<file path="config.mk">
export PLATFORM = sky130hd
export DESIGN_NAME = prog_moore_fsm
export DESIGN_NICKNAME = d
export VERILOG_FILES = /design/src/rtl/fsm_pkg.sv /design/src/rtl/fsm_tbl.sv /design/src/rtl/prog_moore_fsm.sv
export SDC_FILE = /design/constraint.sdc
export NUM_CORES = 1
export LEC_CHECK = 0
export BUFFER_PORTS_ARGS = -buffer_cell sky130_fd_sc_hd__buf_2
export CAP_MARGIN = 10
export CORE_UTILIZATION = 60
export CTS_CLUSTER_DIAMETER = 60
export CTS_CLUSTER_SIZE = 30
export DETAILED_ROUTE_END_ITERATION = 12
export HOLD_SLACK_MARGIN = 0.02
export PLACE_DENSITY = 0.84
export SETUP_SLACK_MARGIN = 0.2
export SLEW_MARGIN = 30
export SYNTH_ARGS = -nofsm -noshare
export SYNTH_HDL_FRONTEND = slang
export SYNTH_HIERARCHICAL = 1
export SYNTH_SLANG_ARGS = --single-unit
</file>
<file path="constraint.sdc">
create_clock -name clk -period 7.6 [get_ports clk]
set_input_delay 0.38 -clock clk [delete_from_list [all_inputs] [get_ports clk]]
set_output_delay 0.38 -clock clk [all_outputs]
set_load 0.01 [all_outputs]
</file>
<file path="src/rtl/fsm_pkg.sv">
// Shared constants and types for the programmable Moore sequencer.
package fsm_pkg;

  localparam int FSM_SW_DEF = 3;
  localparam int FSM_IW_DEF = 2;
  localparam int FSM_OW_DEF = 3;
  localparam int FSM_CNT_W  = 16;

  // How the next state is chosen on a given edge.
  typedef enum logic [1:0] {
    STEP_HOLD    = 2'd0,
    STEP_RESTART = 2'd1,
    STEP_TABLE   = 2'd2,
    STEP_TRAP    = 2'd3
  } step_e;

  function automatic int tbl_depth(input int sw, input int iw);
    return 1 << (sw + iw);
  endfunction

endpackage

</file>
<file path="src/rtl/fsm_tbl.sv">
// Transition storage: next-state entries plus valid bits, indexed by {state, inputs}.
// Async-cleared synchronous write port, combinational read port.
module fsm_tbl
  import fsm_pkg::*;
#(
  parameter int SW = FSM_SW_DEF,
  parameter int IW = FSM_IW_DEF
) (
  input  logic             clk,
  input  logic             rst,
  input  logic             we_i,
  input  logic [SW+IW-1:0] wr_idx_i,
  input  logic [SW-1:0]    wr_next_i,
  input  logic [SW+IW-1:0] rd_idx_i,
  output logic [SW-1:0]    rd_next_o,
  output logic             rd_valid_o
);

  localparam int DEPTH = tbl_depth(SW, IW);

  logic [SW-1:0]    next_q [DEPTH];
  logic [DEPTH-1:0] valid_q;

  always_ff @(posedge clk or posedge rst) begin
    if (rst) begin
      valid_q <= '0;
      for (int i = 0; i < DEPTH; i++) begin
        next_q[i] <= '0;
      end
    end else if (we_i) begin
      next_q[wr_idx_i]  <= wr_next_i;
      valid_q[wr_idx_i] <= 1'b1;
    end
  end

  // Reads see pre-edge contents, so a same-cycle write only affects later steps.
  assign rd_next_o  = next_q[rd_idx_i];
  assign rd_valid_o = valid_q[rd_idx_i];

endmodule

</file>
<file path="src/rtl/prog_moore_fsm.sv">
// Table-driven Moore sequencer loaded by firmware; unprogrammed transitions trap to ERR_STATE.
// Optional transition counter on trans_cnt when FSM_TRANS_CNT_EN is defined.
module prog_moore_fsm
  import fsm_pkg::*;
#(
  parameter int SW        = FSM_SW_DEF,
  parameter int IW        = FSM_IW_DEF,
  parameter int OW        = FSM_OW_DEF,
  parameter int RST_STATE = 0,
  parameter int ERR_STATE = (1 << SW) - 1
) (
  input  logic                 clk,
  input  logic                 rst,
  input  logic                 en,
  input  logic                 restart,
  input  logic [IW-1:0]        in_vec,
  input  logic                 cfg_we_tr,
  input  logic                 cfg_we_out,
  input  logic [SW-1:0]        cfg_state,
  input  logic [IW-1:0]        cfg_in,
  input  logic [SW-1:0]        cfg_next,
  input  logic [OW-1:0]        cfg_out,
  output logic [SW-1:0]        state,
  output logic [OW-1:0]        z,
`ifdef FSM_TRANS_CNT_EN
  output logic [FSM_CNT_W-1:0] trans_cnt,
`endif
  output logic                 err
);

  localparam logic [SW-1:0] RST_S = SW'(RST_STATE);
  localparam logic [SW-1:0] ERR_S = SW'(ERR_STATE);
  localparam int            NST   = 1 << SW;

  logic [SW-1:0] state_q, state_d;
  logic [OW-1:0] z_q;
  logic          err_q, err_d;
  step_e         step;

  logic [SW-1:0] tbl_next;
  logic          tbl_valid;

  logic [OW-1:0] out_tbl_q [NST];

  fsm_tbl #(
    .SW (SW),
    .IW (IW)
  ) u_tbl (
    .clk        (clk),
    .rst        (rst),
    .we_i       (cfg_we_tr),
    .wr_idx_i   ({cfg_state, cfg_in}),
    .wr_next_i  (cfg_next),
    .rd_idx_i   ({state_q, in_vec}),
    .rd_next_o  (tbl_next),
    .rd_valid_o (tbl_valid)
  );

  always_ff @(posedge clk or posedge rst) begin
    if (rst) begin
      for (int i = 0; i < NST; i++) begin
        out_tbl_q[i] <= '0;
      end
    end else if (cfg_we_out) begin
      out_tbl_q[cfg_state] <= cfg_out;
    end
  end

  always_comb begin
    step = STEP_HOLD;
    if (restart) begin
      step = STEP_RESTART;
    end else if (en) begin
      step = tbl_valid ? STEP_TABLE : STEP_TRAP;
    end
  end

  always_comb begin
    state_d = state_q;
    case (step)
      STEP_RESTART: state_d = RST_S;
      STEP_TABLE:   state_d = tbl_next;
      STEP_TRAP:    state_d = ERR_S;
      default:      state_d = state_q;
    endcase
  end

  // Entering ERR_STATE by any route (trap or a programmed edge) raises err.
  always_comb begin
    err_d = err_q | (state_d == ERR_S);
    if (step == STEP_RESTART) begin
      err_d = 1'b0;
    end
  end

`ifdef FSM_TRANS_CNT_EN
  logic [FSM_CNT_W-1:0] cnt_q, cnt_d;

  always_comb begin
    cnt_d = cnt_q;
    if (step == STEP_RESTART) begin
      cnt_d = '0;
    end else if ((state_d != state_q) && (cnt_q != {FSM_CNT_W{1'b1}})) begin
      cnt_d = cnt_q + 1'b1;
    end
  end

  assign trans_cnt = cnt_q;
`endif

  // z is reloaded every edge from the pre-edge output table at the next state.
  always_ff @(posedge clk or posedge rst) begin
    if (rst) begin
      state_q <= RST_S;
      z_q     <= '0;
      err_q   <= 1'b0;
`ifdef FSM_TRANS_CNT_EN
      cnt_q   <= '0;
`endif
    end else begin
      state_q <= state_d;
      z_q     <= out_tbl_q[state_d];
      err_q   <= err_d;
`ifdef FSM_TRANS_CNT_EN
      cnt_q   <= cnt_d;
`endif
    end
  end

  assign state = state_q;
  assign z     = z_q;
  assign err   = err_q;

endmodule

</file>
---- After elaboration in Yosys (flattened, before gate mapping) ----
Index checks and enable logic that the tools add are counted.
word-level totals
  memories kept ........................... 0
  bits in read-only memories .............. 0
  register bits ........................... 159
  bits in writable memories ............... 0
  logic and storage cells ................. 87
  bits in latches ......................... 0
operators by class
  add/subtract/negate cells ............... 0
  bitwise logic cells ..................... 6
  reduce and logical (&&, ||, !) cells .... 3
  equal/unequal tests ..................... 4
  order comparisons ....................... 9
  shift-type cells ........................ 0
  multipliers ............................. 0
  mux-type cells .......................... 21
  divide/modulo/power cells ............... 0
operator list
  operator                                                           number
  bitwise mux 96 bit                                                 1
  OR 32 bit                                                          1
  bitwise mux 24 bit                                                 1
  two-way mux 3 bit                                                  6
  binary-select mux 3 bit (select 5 bit)                             1
  demux 3 bit (select 5 bit)                                         1
  greater-or-equal comparator 6 bit, second input constant           2
  less-than comparator 5 x 6 -> 1 bit, second input constant         2
  NOT 5 -> 6 bit                                                     2
  binary-select mux 3 bit (select 3 bit)                             1
  demux 3 bit (select 3 bit)                                         1
  case mux 3 bit (3 select lines)                                    1
  greater-or-equal comparator 4 bit, second input constant           2
  NOT 3 -> 4 bit                                                     2
  less-than comparator 6 x 1 -> 1 bit, second input constant         1
  binary-select mux 1 bit (select 5 bit)                             1
  demux 1 bit (select 5 bit)                                         1
  greater-or-equal comparator 5 x 1 -> 1 bit, second input constant  1
  equality test 2 bit, second input constant                         2
  less-than comparator 4 x 1 -> 1 bit, second input constant         1
  two-way mux 1 bit                                                  4
  two-way mux 2 bit                                                  2
  equality test 3 bit, second input constant                         1
  logical AND 1 bit                                                  3
  other kinds (2)                                                    2

---- Logic depth before layout (Yosys ltp) ----
Gate-level depths: netlist of the first run.
  depth in word-level cells ............... 11
  mapped depth ............................ 12

---- Modules after synthesis ----
Netlist of the first run, hierarchy kept.
modules (own cells, without submodules)
  module          seq. area each (um^2)  area an instance (um^2)  cells an instance  times used
  fsm_tbl         3203.1                 5764.3                   368                1
  prog_moore_fsm  775.7                  1421.4                   98                 1

---- Worst setup path after synthesis of the first run ----
OpenSTA, ideal clock, no wires.
  path kind ............................... register -> register
  from .................................... register state_q[0], in the netlist state[0]
  to ...................................... register z_q[0], in the netlist z[0]
  cell stages (with the launch flop) ...... 13
  arrival time ............................ 3.024 ns
  period minus slack after synthesis ...... 3.148 ns
  setup slack ............................. 4.452 ns
  buffers on the path ..................... 4
  path through ............................ dfrtp_1 -> clkbuf_1 -> clkbuf_1 -> mux4_2 -> mux4_2 -> mux2_2 -> nand2_2 -> o221a_1 -> buf_6 -> buf_12 -> mux2i_1 -> mux2i_1 -> mux2_2
on the way
  word-level cells in the longest chain between the ends .. 11
ends and longest elaborated chain
  what                                                                        RTL line               RTL
  from (decl)                                                                 prog_moore_fsm.sv:35   logic [SW-1:0] state_q, state_d;
  from (signal assigned)                                                      prog_moore_fsm.sv:121  state_q <= state_d;
  binary-select mux 1 bit (select 5 bit) *                                    fsm_tbl.sv:38          assign rd_valid_o = valid_q[rd_idx_i];
  two-way mux 1 bit (implied by the code) *                                   fsm_tbl.sv:38
  via tbl_valid                                                               prog_moore_fsm.sv:41   logic tbl_valid;
  two-way mux 1 bit *                                                         prog_moore_fsm.sv:74   step = tbl_valid ? STEP_TABLE : STEP_TRAP;
  two-way mux 2 bit *                                                         prog_moore_fsm.sv:73   end else if (en) begin
  two-way mux 2 bit *                                                         prog_moore_fsm.sv:71   if (restart) begin
  equality test 2 bit / equality test 2 x 1 -> 1 bit (equally long branches)  prog_moore_fsm.sv:80   case (step)
  case mux 3 bit (3 select lines) *                                           prog_moore_fsm.sv:80
  via state_d[2]                                                              prog_moore_fsm.sv:35
  NOT 3 -> 4 bit (implied by the code) *                                      prog_moore_fsm.sv:122  z_q <= out_tbl_q[state_d];
  binary-select mux 3 bit (select 3 bit) *                                    prog_moore_fsm.sv:122
  two-way mux 3 bit (implied by the code) * (2 in a row)                      prog_moore_fsm.sv:122
  to (signal assigned)                                                        prog_moore_fsm.sv:122
  to (decl)                                                                   prog_moore_fsm.sv:36   logic [OW-1:0] z_q;
Mark *: on every way through the listed nets, which the timed path passes. The rest lies on a longest branch. The select of a mux whose other input is x is not followed.
A chain may end at the register's enable or synchronous reset.

---- Worst setup path after layout of the first run ----
  from .................................... register state_q[0], in the netlist state[0]
  to ...................................... register z_q[0], in the netlist z[0]
on the way
  word-level cells in the longest chain between the ends .. 11
ends and longest elaborated chain
  what                                                                        RTL line
  binary-select mux 1 bit (select 5 bit) *                                    fsm_tbl.sv:38
  two-way mux 1 bit (implied by the code) *                                   fsm_tbl.sv:38
  via tbl_valid                                                               prog_moore_fsm.sv:41
  two-way mux 1 bit *                                                         prog_moore_fsm.sv:74
  two-way mux 2 bit *                                                         prog_moore_fsm.sv:73
  two-way mux 2 bit *                                                         prog_moore_fsm.sv:71
  equality test 2 bit / equality test 2 x 1 -> 1 bit (equally long branches)  prog_moore_fsm.sv:80
  case mux 3 bit (3 select lines) *                                           prog_moore_fsm.sv:80
  NOT 3 -> 4 bit (implied by the code) *                                      prog_moore_fsm.sv:122
  binary-select mux 3 bit (select 3 bit) *                                    prog_moore_fsm.sv:122
  two-way mux 3 bit (implied by the code) * (2 in a row)                      prog_moore_fsm.sv:122
Marks and branches as above.

==> out/metrics.csv, run 1 <==
stage;metric;value;unit
pwr;combinational group share of total power;0.170;
detailed_routing;wire length per cell;22.4;um
global_routing;antenna violations before repair;0;
synthesis;distinct cell type count of the synthesized netlist;29;
synthesis;most area-hungry cell type in the Yosys netlist;sky130_fd_sc_hd__dfrtp_1;
finish;number of fill cells in the layout;739;
synthesis;FF+latch count, synth;159;
synthesis;Avg Synthesized Cell Area;15.4;um^2
synthesis;sequential share of the synthesized area;0.554;
pwr;peak supply drop;0.000180;V
detailed_routing;residual DRC count;9;
detailed_routing;Routed WL;14.5;mm
finish;proportion of layout cells with a drive suffix above 1;0.440;
synthesis;cell types with the largest area share after synthesis;sky130_fd_sc_hd__dfrtp_1, sky130_fd_sc_hd__mux2_2, sky130_fd_sc_hd__mux4_2;
sta;final hold violations;0;
global_routing;vias in the first global route;4435;
status;failing checks;design-rule violations;
detailed_routing;Via-to-Cell Ratio;6.40;
place;Final Wtd Congestion;0.790;
sta;worst setup skew after layout;0.0109;ns
detailed_routing;Antenna Nets Post-Route;0;
setup_path;Worst setup SP type;flop;
die;area of the core;11600;um^2
pwr;sequential power share;0.445;
sta;Post-Route Setup TNS;0;ns
finish;NumNets Final;511;
die;die width;111;um
global_routing;GRT overflow;0;
global_routing;global-route wire length before repair;23.7;mm
cts;number of levels the H-tree was split into;4;
pwr;cell-internal power;0.00192;W
sta;Tmin final;3.67;ns
setup_path;critical path required time;7.91;ns
synthesis;async set-or-reset flop fraction in the synthesized netlist;1.00;
setup_path;type of element capturing the critical path;flop;
cts;number of buffers created by CTS;17;
sta;final hold slack;0.0309;ns
cts;clock root buffer;sky130_fd_sc_hd__clkbuf_16;
synthesis;Synth Flop Type;sky130_fd_sc_hd__dfrtp_1;
hold_path;path class of the lowest-slack min-delay path;input port to async pin;
sta;unrepaired setup endpoints after global routing;no;
die;vertical die dimension;111;um
detailed_routing;DRC violation total after the first TritonRoute iteration;280;
die;initial core utilization;0.621;
synthesis;post-synth top area share;0.554;
place;HPWL after detailed placement;9.54;mm
run;maxcap violations;0;
cts;number of sinks handled by clock tree synthesis;159;
synthesis;leading cell type by number of instances after synthesis;sky130_fd_sc_hd__dfrtp_1;
global_routing;maximum number of pins on one net before global-route repair;85;
setup_path;data arrival time of the worst path;3.97;ns
synthesis;Mapped Nets;485;
die;number of standard-cell rows in the floorplan;39;
pwr;net switching share of the total power;0.238;
place;number of port buffers;25;
die;number of I/O pins;26;
synthesis;synth cell count leaders;sky130_fd_sc_hd__dfrtp_1, sky130_fd_sc_hd__mux2_2, sky130_fd_sc_hd__mux4_2;
place;dpl cell area;7390;um^2
finish;Antenna diodes;0;
die;die area;12400;um^2
detailed_routing;number of search-and-repair iterations in the first detailed-routing pass;8;
synthesis;Post-Syn Area;7190;um^2
detailed_routing;Via Count;4143;
cts;post-cts hold buffer count;0;
place;number of instances in the placed design;616;
cts;Resized Gates After CTS;0;
synthesis;number of synthesized flops with an enable pin;0;
synthesis;Yosys Warn Count;6;
sta;relative max-transition margin;0.481;
finish;final cell area excluding filler cells;8070;um^2
cts;worst-case clock buffer depth;2;
setup_path;Crit Path Class;flop to flop;
cts;clock tree from TritonCTS;done;
pwr;net switching power figure;0.000597;W
status;outcome;finished, violations left;
global_routing;overall routing resource usage;0.258;
setup_path;worst-path maximum fanout;34;
cts;clock latency on the worst-skew pair;0.43;ns
cts;post-CTS setup repair buffer count;0;
pwr;total chip power;0.00251;W
pwr;leakage dissipation;3.54;nW
sta;final clock period utilization by the worst path;0.482;
pwr;clock network fraction of total power;0.385;
finish;final instance count without filler cells;647;
sta;max-slew violation count;0;
cts;clock transition time at the flip-flop clock pins of the worst setup and hold paths;0.06;ns
finish;area added between synthesis and finish;12.3;%
sta;Slew @ Worst Pin;0.779;ns
sta;Max Clk Rate;0.273;GHz
pwr;power density normalized to cell area;311;nW/um^2
sta;setup violation total in the final timing report;0;
synthesis;post-synthesis cell count;466;
final timing paths:
check	start	to	slack [ns]	depth (start not counted)
max	state[0]	z[0]	3.93	9
min reg2reg	u_tbl/valid_q[18]	u_tbl/valid_q[18]	0.46	1
min	rst	u_tbl/next_q[69]	0.03	2
max in group asynchronous	rst	u_tbl/next_q[42]	6.44	3
min in group clk	restart	err	0.20	2
max reg2reg	state[0]	z[0]	3.93	9
stage by stage:
| stage | utilization | setup slack, ns |
|---|---|---|
| after detailed placement | 0.639 | 3.64 |
| final | 0.698 | 3.93 |
| after global placement | 0.639 | 3.77 |
| after CTS | 0.698 | 3.92 |
| after global routing | 0.698 | 3.79 |
| after floorplan | - | 3.81 |
area by class of cell:
type / count / area [um^2] / area share
Timing Repair Buffer: 28 / 151 / 0.0188
Tap cell: 143 / 179 / 0.0222
Sequential cell: 159 / 3980 / 0.493
Clock buffer: 21 / 470 / 0.0583
Clock inverter: 10 / 208 / 0.0257
Inverter: 3 / 13.8 / 0.00171
Multi-Input combinational cell: 283 / 3070 / 0.380
power groups by stage:
stage / registers, W / clock network [W] / logic (W)
finish: 0.00112 / 0.000967 / 0.000428
global route: 0.00114 / 0.00101 / 0.000461
CTS: 0.00111 / 0.000980 / 0.000431
detailed placement: 0.00113 / 0 / 0.000427
global placement: 0.00112 / 0 / 0.000407
floorplan: 0.00110 / 0 / 0.000341
sequential cells by signal, summed over array words and instances (netlist names):
signal	count
out_tbl_q	24
u_tbl/next_q	96
z	3
u_tbl/valid_q	32
err	1
state	3
critical path: stages, from the launching register on:
cell and delay [ns]:
sky130_fd_sc_hd__dfrtp_1 0.32, sky130_fd_sc_hd__buf_4 0.44, sky130_fd_sc_hd__mux4_2 0.59, sky130_fd_sc_hd__mux4_2 0.46, sky130_fd_sc_hd__mux2_2 0.28, sky130_fd_sc_hd__nand2_2 0.09
sky130_fd_sc_hd__o221a_1 0.69, sky130_fd_sc_hd__mux2i_1 0.28, sky130_fd_sc_hd__mux2i_1 0.11, sky130_fd_sc_hd__mux2_2 0.28
cell families (layout without fill, tap and decap cells):
group           count (synthesis)  in the layout  synth area share
simple gates                   94             94            0.0735
flops                         159            159             0.554
mux                           185            185             0.349
compound gates                  4              4           0.00418
buf+inv                        24             62            0.0192
per-layer routing:
metal,part of all wire,global-route usage,vias to the layer above
met5,0,0,-
met2,0.50,0.413,112
met1,0.43,0.337,2223
li1,-,-,1785
met4,0.017,0.0820,0
met3,0.050,0.0844,23
placed cells by master (no fill, tap or decap), types with 16 or more instances in the layout:
cell,instances
sky130_fd_sc_hd__dfrtp_1,159
sky130_fd_sc_hd__mux2_2,103
sky130_fd_sc_hd__mux4_2,40
sky130_fd_sc_hd__buf_2,25
sky130_fd_sc_hd__mux2_1,24
sky130_fd_sc_hd__nor2_1,18
sky130_fd_sc_hd__mux2i_1,18
sky130_fd_sc_hd__nand2_1,17
sky130_fd_sc_hd__nand2b_1,17
sky130_fd_sc_hd__clkbuf_16,17
sky130_fd_sc_hd__or2_2,16
Note: power is estimated with default switching activity, not from simulation.
==> inputs of run 2 (changes only) <==
- ABC_AREA: not set -> 1
- CORE_UTILIZATION: 60 -> 56
- PLACE_DENSITY: 0.84 -> 0.82
- clock period: 7.6 -> 3 ns (I/O delays scaled with it)
==> out/metrics.csv, run 2 <==
stage;metric;value;unit;change
setup_path;worst-path maximum fanout;16;;-53%
place;HPWL after detailed placement;11.6;mm;+22%
global_routing;antenna violations before repair;0;;unchanged
sta;setup violation total in the final timing report;0;;unchanged
sta;unrepaired setup endpoints after global routing;no;;
pwr;leakage dissipation;4.20;nW;+19%
detailed_routing;residual DRC count;0;;-9
setup_path;Worst R2R Setup Slack;0.67;ns;-3.27 ns
global_routing;vias in the first global route;6052;;+36%
setup_path;data arrival time of the worst path;2.65;ns;-1.32 ns
cts;number of levels the H-tree was split into;4;;unchanged
detailed_routing;metal1 wirelength;8.04;mm;+28%
cts;post-CTS setup repair buffer count;0;;unchanged
finish;register containing the most flip-flops in the final layout;u_tbl/next_q;;
synthesis;sequential share of the synthesized area;0.538;;-0.0159
die;vertical die dimension;117;um;+4.9%
setup_path;end of the worst register-to-register path;z[2];;
cts;worst-case clock buffer depth;2;;unchanged
detailed_routing;routed length on met3;1.23;mm;+71%
die;number of I/O pins;26;;unchanged
hold_path;number of cells traversed by the worst hold path;5;;
cts;number of sinks handled by clock tree synthesis;159;;unchanged
setup_path;cells on worst reg2reg path;15;;+6
synthesis;number of synthesized flops with an enable pin;0;;unchanged
sta;final clock period utilization by the worst path;0.778;;+0.295
place;Final Wtd Congestion;0.862;;+9.1%
finish;Largest regs;u_tbl/next_q (96), u_tbl/valid_q (32), out_tbl_q (24);;
sta;max-slew violation count;0;;unchanged
finish;number of flip-flops in the largest register;96;;unchanged
status;outcome;complete, no violations;;
detailed_routing;Via Count;6481;;+56%
synthesis;synth cell count leaders;sky130_fd_sc_hd__nand2_1, sky130_fd_sc_hd__dfrtp_1, sky130_fd_sc_hd__nand3_1;;
setup_path;Crit-path slowest cell;sky130_fd_sc_hd__inv_1;;
sta;Post-Route Setup TNS;0;ns;unchanged
sta;Max Clk Rate;0.429;GHz;+57%
cts;clock transition time at the flip-flop clock pins of the worst setup and hold paths;0.06;ns;about the same
hold_path;launch point of the worst hold path;cfg_we_out;;
die;initial core utilization;0.579;;-0.0421
setup_path;type of element capturing the critical path;flop;;
setup_path;cell with the most instances on the worst path;sky130_fd_sc_hd__nand2_1;;
finish;Antenna diodes;0;;unchanged
finish;commonest non-fill, non-tap cell in the layout;sky130_fd_sc_hd__nand2_1;;
synthesis;FF+latch count, synth;159;;unchanged
pwr;cell-internal power;0.00399;W;+110%
detailed_routing;Routed WL;18.3;mm;+26%
setup_path;biggest cell delay along the critical path;0.45;ns;-0.24 ns
detailed_routing;DRC violation total after the first TritonRoute iteration;691;;+150%
detailed_routing;Antenna Nets Post-Route;0;;unchanged
global_routing;overall routing resource usage;0.296;;+0.0378
die;die area;13700;um^2;+10%
sta;worst setup skew after layout;0.00771;ns;-0.00315 ns
synthesis;Post-Syn Area;7400;um^2;+3.0%
setup_path;CP Cell Sequence;inv_1, nand3_1, nand2_1, nand2_1, nand2_1, nand2_1, nand2_1, nand3_1, buf_4, nand2_2, nand2_1, nand3_1, nand2_1, nand2_1, nand2_1;;
synthesis;leading cell type by number of instances after synthesis;sky130_fd_sc_hd__nand2_1;;
cts;clock root buffer;sky130_fd_sc_hd__clkbuf_16;;
setup_path;critical path required time;3.32;ns;-4.59 ns
pwr;total chip power;0.00561;W;+120%
synthesis;Synth Flop Type;sky130_fd_sc_hd__dfrtp_1;;
finish;most frequent cells in the layout;sky130_fd_sc_hd__nand2_1, sky130_fd_sc_hd__dfrtp_1, sky130_fd_sc_hd__nand3_1;;
detailed_routing;detailed route wirelength on metal2;8.60;mm;+19%
pwr;clock network fraction of total power;0.360;;-0.025
pwr;net switching power figure;0.00162;W;+170%
cts;number of buffers created by CTS;17;;unchanged
global_routing;global-route wire length before repair;30.0;mm;+27%
cts;clock tree from TritonCTS;done;;
finish;NumNets Final;998;;+95%
hold_path;path class of the lowest-slack min-delay path;input port to flop;;
setup_path;Worst setup SP type;flop;;
global_routing;GRT overflow;0;;unchanged
detailed_routing;wire length per cell;15.7;um;-30%
detailed_routing;Via-to-Cell Ratio;5.57;;-13%
sta;Slew @ Worst Pin;0.985;ns;+0.206 ns
detailed_routing;top routing layer in use;met4;;
die;die width;117;um;+4.9%
synthesis;most area-hungry cell type in the Yosys netlist;sky130_fd_sc_hd__dfrtp_1;;
synthesis;post-synthesis cell count;951;;+100%
hold_path;Endpoint, Worst Hold;out_tbl_q[2];;
synthesis;Avg Synthesized Cell Area;7.78;um^2;-50%
sta;Tmin final;2.33;ns;-1.33 ns
synthesis;async set-or-reset flop fraction in the synthesized netlist;1.00;;unchanged
sta;final hold slack;0.213;ns;+0.182 ns
synthesis;distinct cell type count of the synthesized netlist;20;;-31%
setup_path;count of buffer and inverter cells on the critical path;2;;+1
pwr;power density normalized to cell area;673;nW/um^2;+120%
setup_path;dominant delay contributor by cell family on the critical path;simple AND/OR/NAND/NOR gates;;
setup_path;worst reg2reg path startpoint;state[0];;
run;maxcap violations;0;;unchanged
pwr;sequential power share;0.477;;+0.032
global_routing;maximum number of pins on one net before global-route repair;65;;-24%
sta;relative max-transition margin;0.339;;-0.141
cts;clock latency on the worst-skew pair;0.43;ns;about the same
synthesis;cell types with the largest area share after synthesis;sky130_fd_sc_hd__dfrtp_1, sky130_fd_sc_hd__nand2_1, sky130_fd_sc_hd__nand3_1;;
synthesis;post-synth top area share;0.538;;-0.0159
synthesis;Yosys Warn Count;6;;unchanged
pwr;peak supply drop;0.000515;V;+190%
die;area of the core;12800;um^2;+10%
place;number of port buffers;25;;unchanged
synthesis;Mapped Nets;970;;+100%
finish;area added between synthesis and finish;12.6;%;
detailed_routing;number of search-and-repair iterations in the first detailed-routing pass;5;;-3
setup_path;Crit Path Class;flop to flop;;
die;number of standard-cell rows in the floorplan;41;;+5.1%
finish;proportion of layout cells with a drive suffix above 1;0.0938;;-0.347
pwr;net switching share of the total power;0.288;;+0.0508
pwr;combinational group share of total power;0.163;;-0.007
sta;final hold violations;0;;unchanged
==> run 2: timing repair <==
action,in CTS,in global routing
hold buffers,5,0
gates resized for setup,0,0
hold endpoints to repair,52,0
==> run 2: logic make-up (layout without fill, tap and decap cells) <==
| family | count (synthesis) | after routing | share of synthesized area |
|---|---|---|---|
| compound gates | 124 | 124 | 0.0839 |
| buf+inv | 120 | 161 | 0.0649 |
| flops | 159 | 159 | 0.538 |
| simple gates | 548 | 548 | 0.313 |
==> run 2: cell type report <==
type | instances | area, um^2
fill | 1067 | 4440
clock inverter | 11 | 91.3
sequential | 159 | 3980
tap | 172 | 215
multi-input combinational | 672 | 2940
inverter | 84 | 319
clock buffer | 21 | 460
timing repair buffer | 45 | 325
==> run 2: routing by layer <==
metal	vias up	GRT usage
met2	260	0.468
met4	0	0.126
met3	41	0.0525
met1	3091	0.405
met5	-	0
li1	3089	-
==> run 2: worst reg2reg max path: stages (launching register included) <==
cell	delay, ns
sky130_fd_sc_hd__dfrtp_1	0.37
sky130_fd_sc_hd__inv_1	0.45
sky130_fd_sc_hd__nand3_1	0.19
sky130_fd_sc_hd__nand2_1	0.11
sky130_fd_sc_hd__nand2_1	0.05
sky130_fd_sc_hd__nand2_1	0.06
sky130_fd_sc_hd__nand2_1	0.06
sky130_fd_sc_hd__nand2_1	0.09
sky130_fd_sc_hd__nand3_1	0.08
sky130_fd_sc_hd__buf_4	0.19
sky130_fd_sc_hd__nand2_2	0.21
sky130_fd_sc_hd__nand2_1	0.11
sky130_fd_sc_hd__nand3_1	0.08
sky130_fd_sc_hd__nand2_1	0.06
sky130_fd_sc_hd__nand2_1	0.05
sky130_fd_sc_hd__nand2_1	0.05
==> run 2: stage by stage <==
step | instances | setup WS, ns | cell area [um^2] | util
after global placement | 1126 | 0.648 | 7710 | 0.603
final | 1164 | 0.667 | 8330 | 0.652
after global routing | 1164 | 0.473 | 8330 | 0.652
after CTS | 1163 | 0.748 | 8310 | 0.651
after detailed placement | 1126 | 0.607 | 7710 | 0.603
after floorplan | 951 | 1.02 | 7400 | -
==> run 2: power by group through the flow <==
stage / clock, W / combinational (W) / sequential, W
detailed placement: 0 / 0.000890 / 0.00270
global placement: 0 / 0.000857 / 0.00269
floorplan: 0 / 0.000662 / 0.00266
global route: 0.00213 / 0.00105 / 0.00271
CTS: 0.00204 / 0.000903 / 0.00267
finish: 0.00202 / 0.000913 / 0.00268
==> run 2: worst max-delay path by stage <==
stage          startpoint  endpoint  slack [ns]  cells after the start
2_1_floorplan    state[0]      z[1]        1.02                     17
3_3_place_gp    in_vec[0]      z[1]        0.65                     15
3_5_place_dp    in_vec[0]      z[2]        0.61                     18
4_1_cts          state[0]      z[2]        0.75                     15
5_1_grt          state[0]      z[2]        0.47                     16
6_report         state[0]      z[2]        0.67                     15
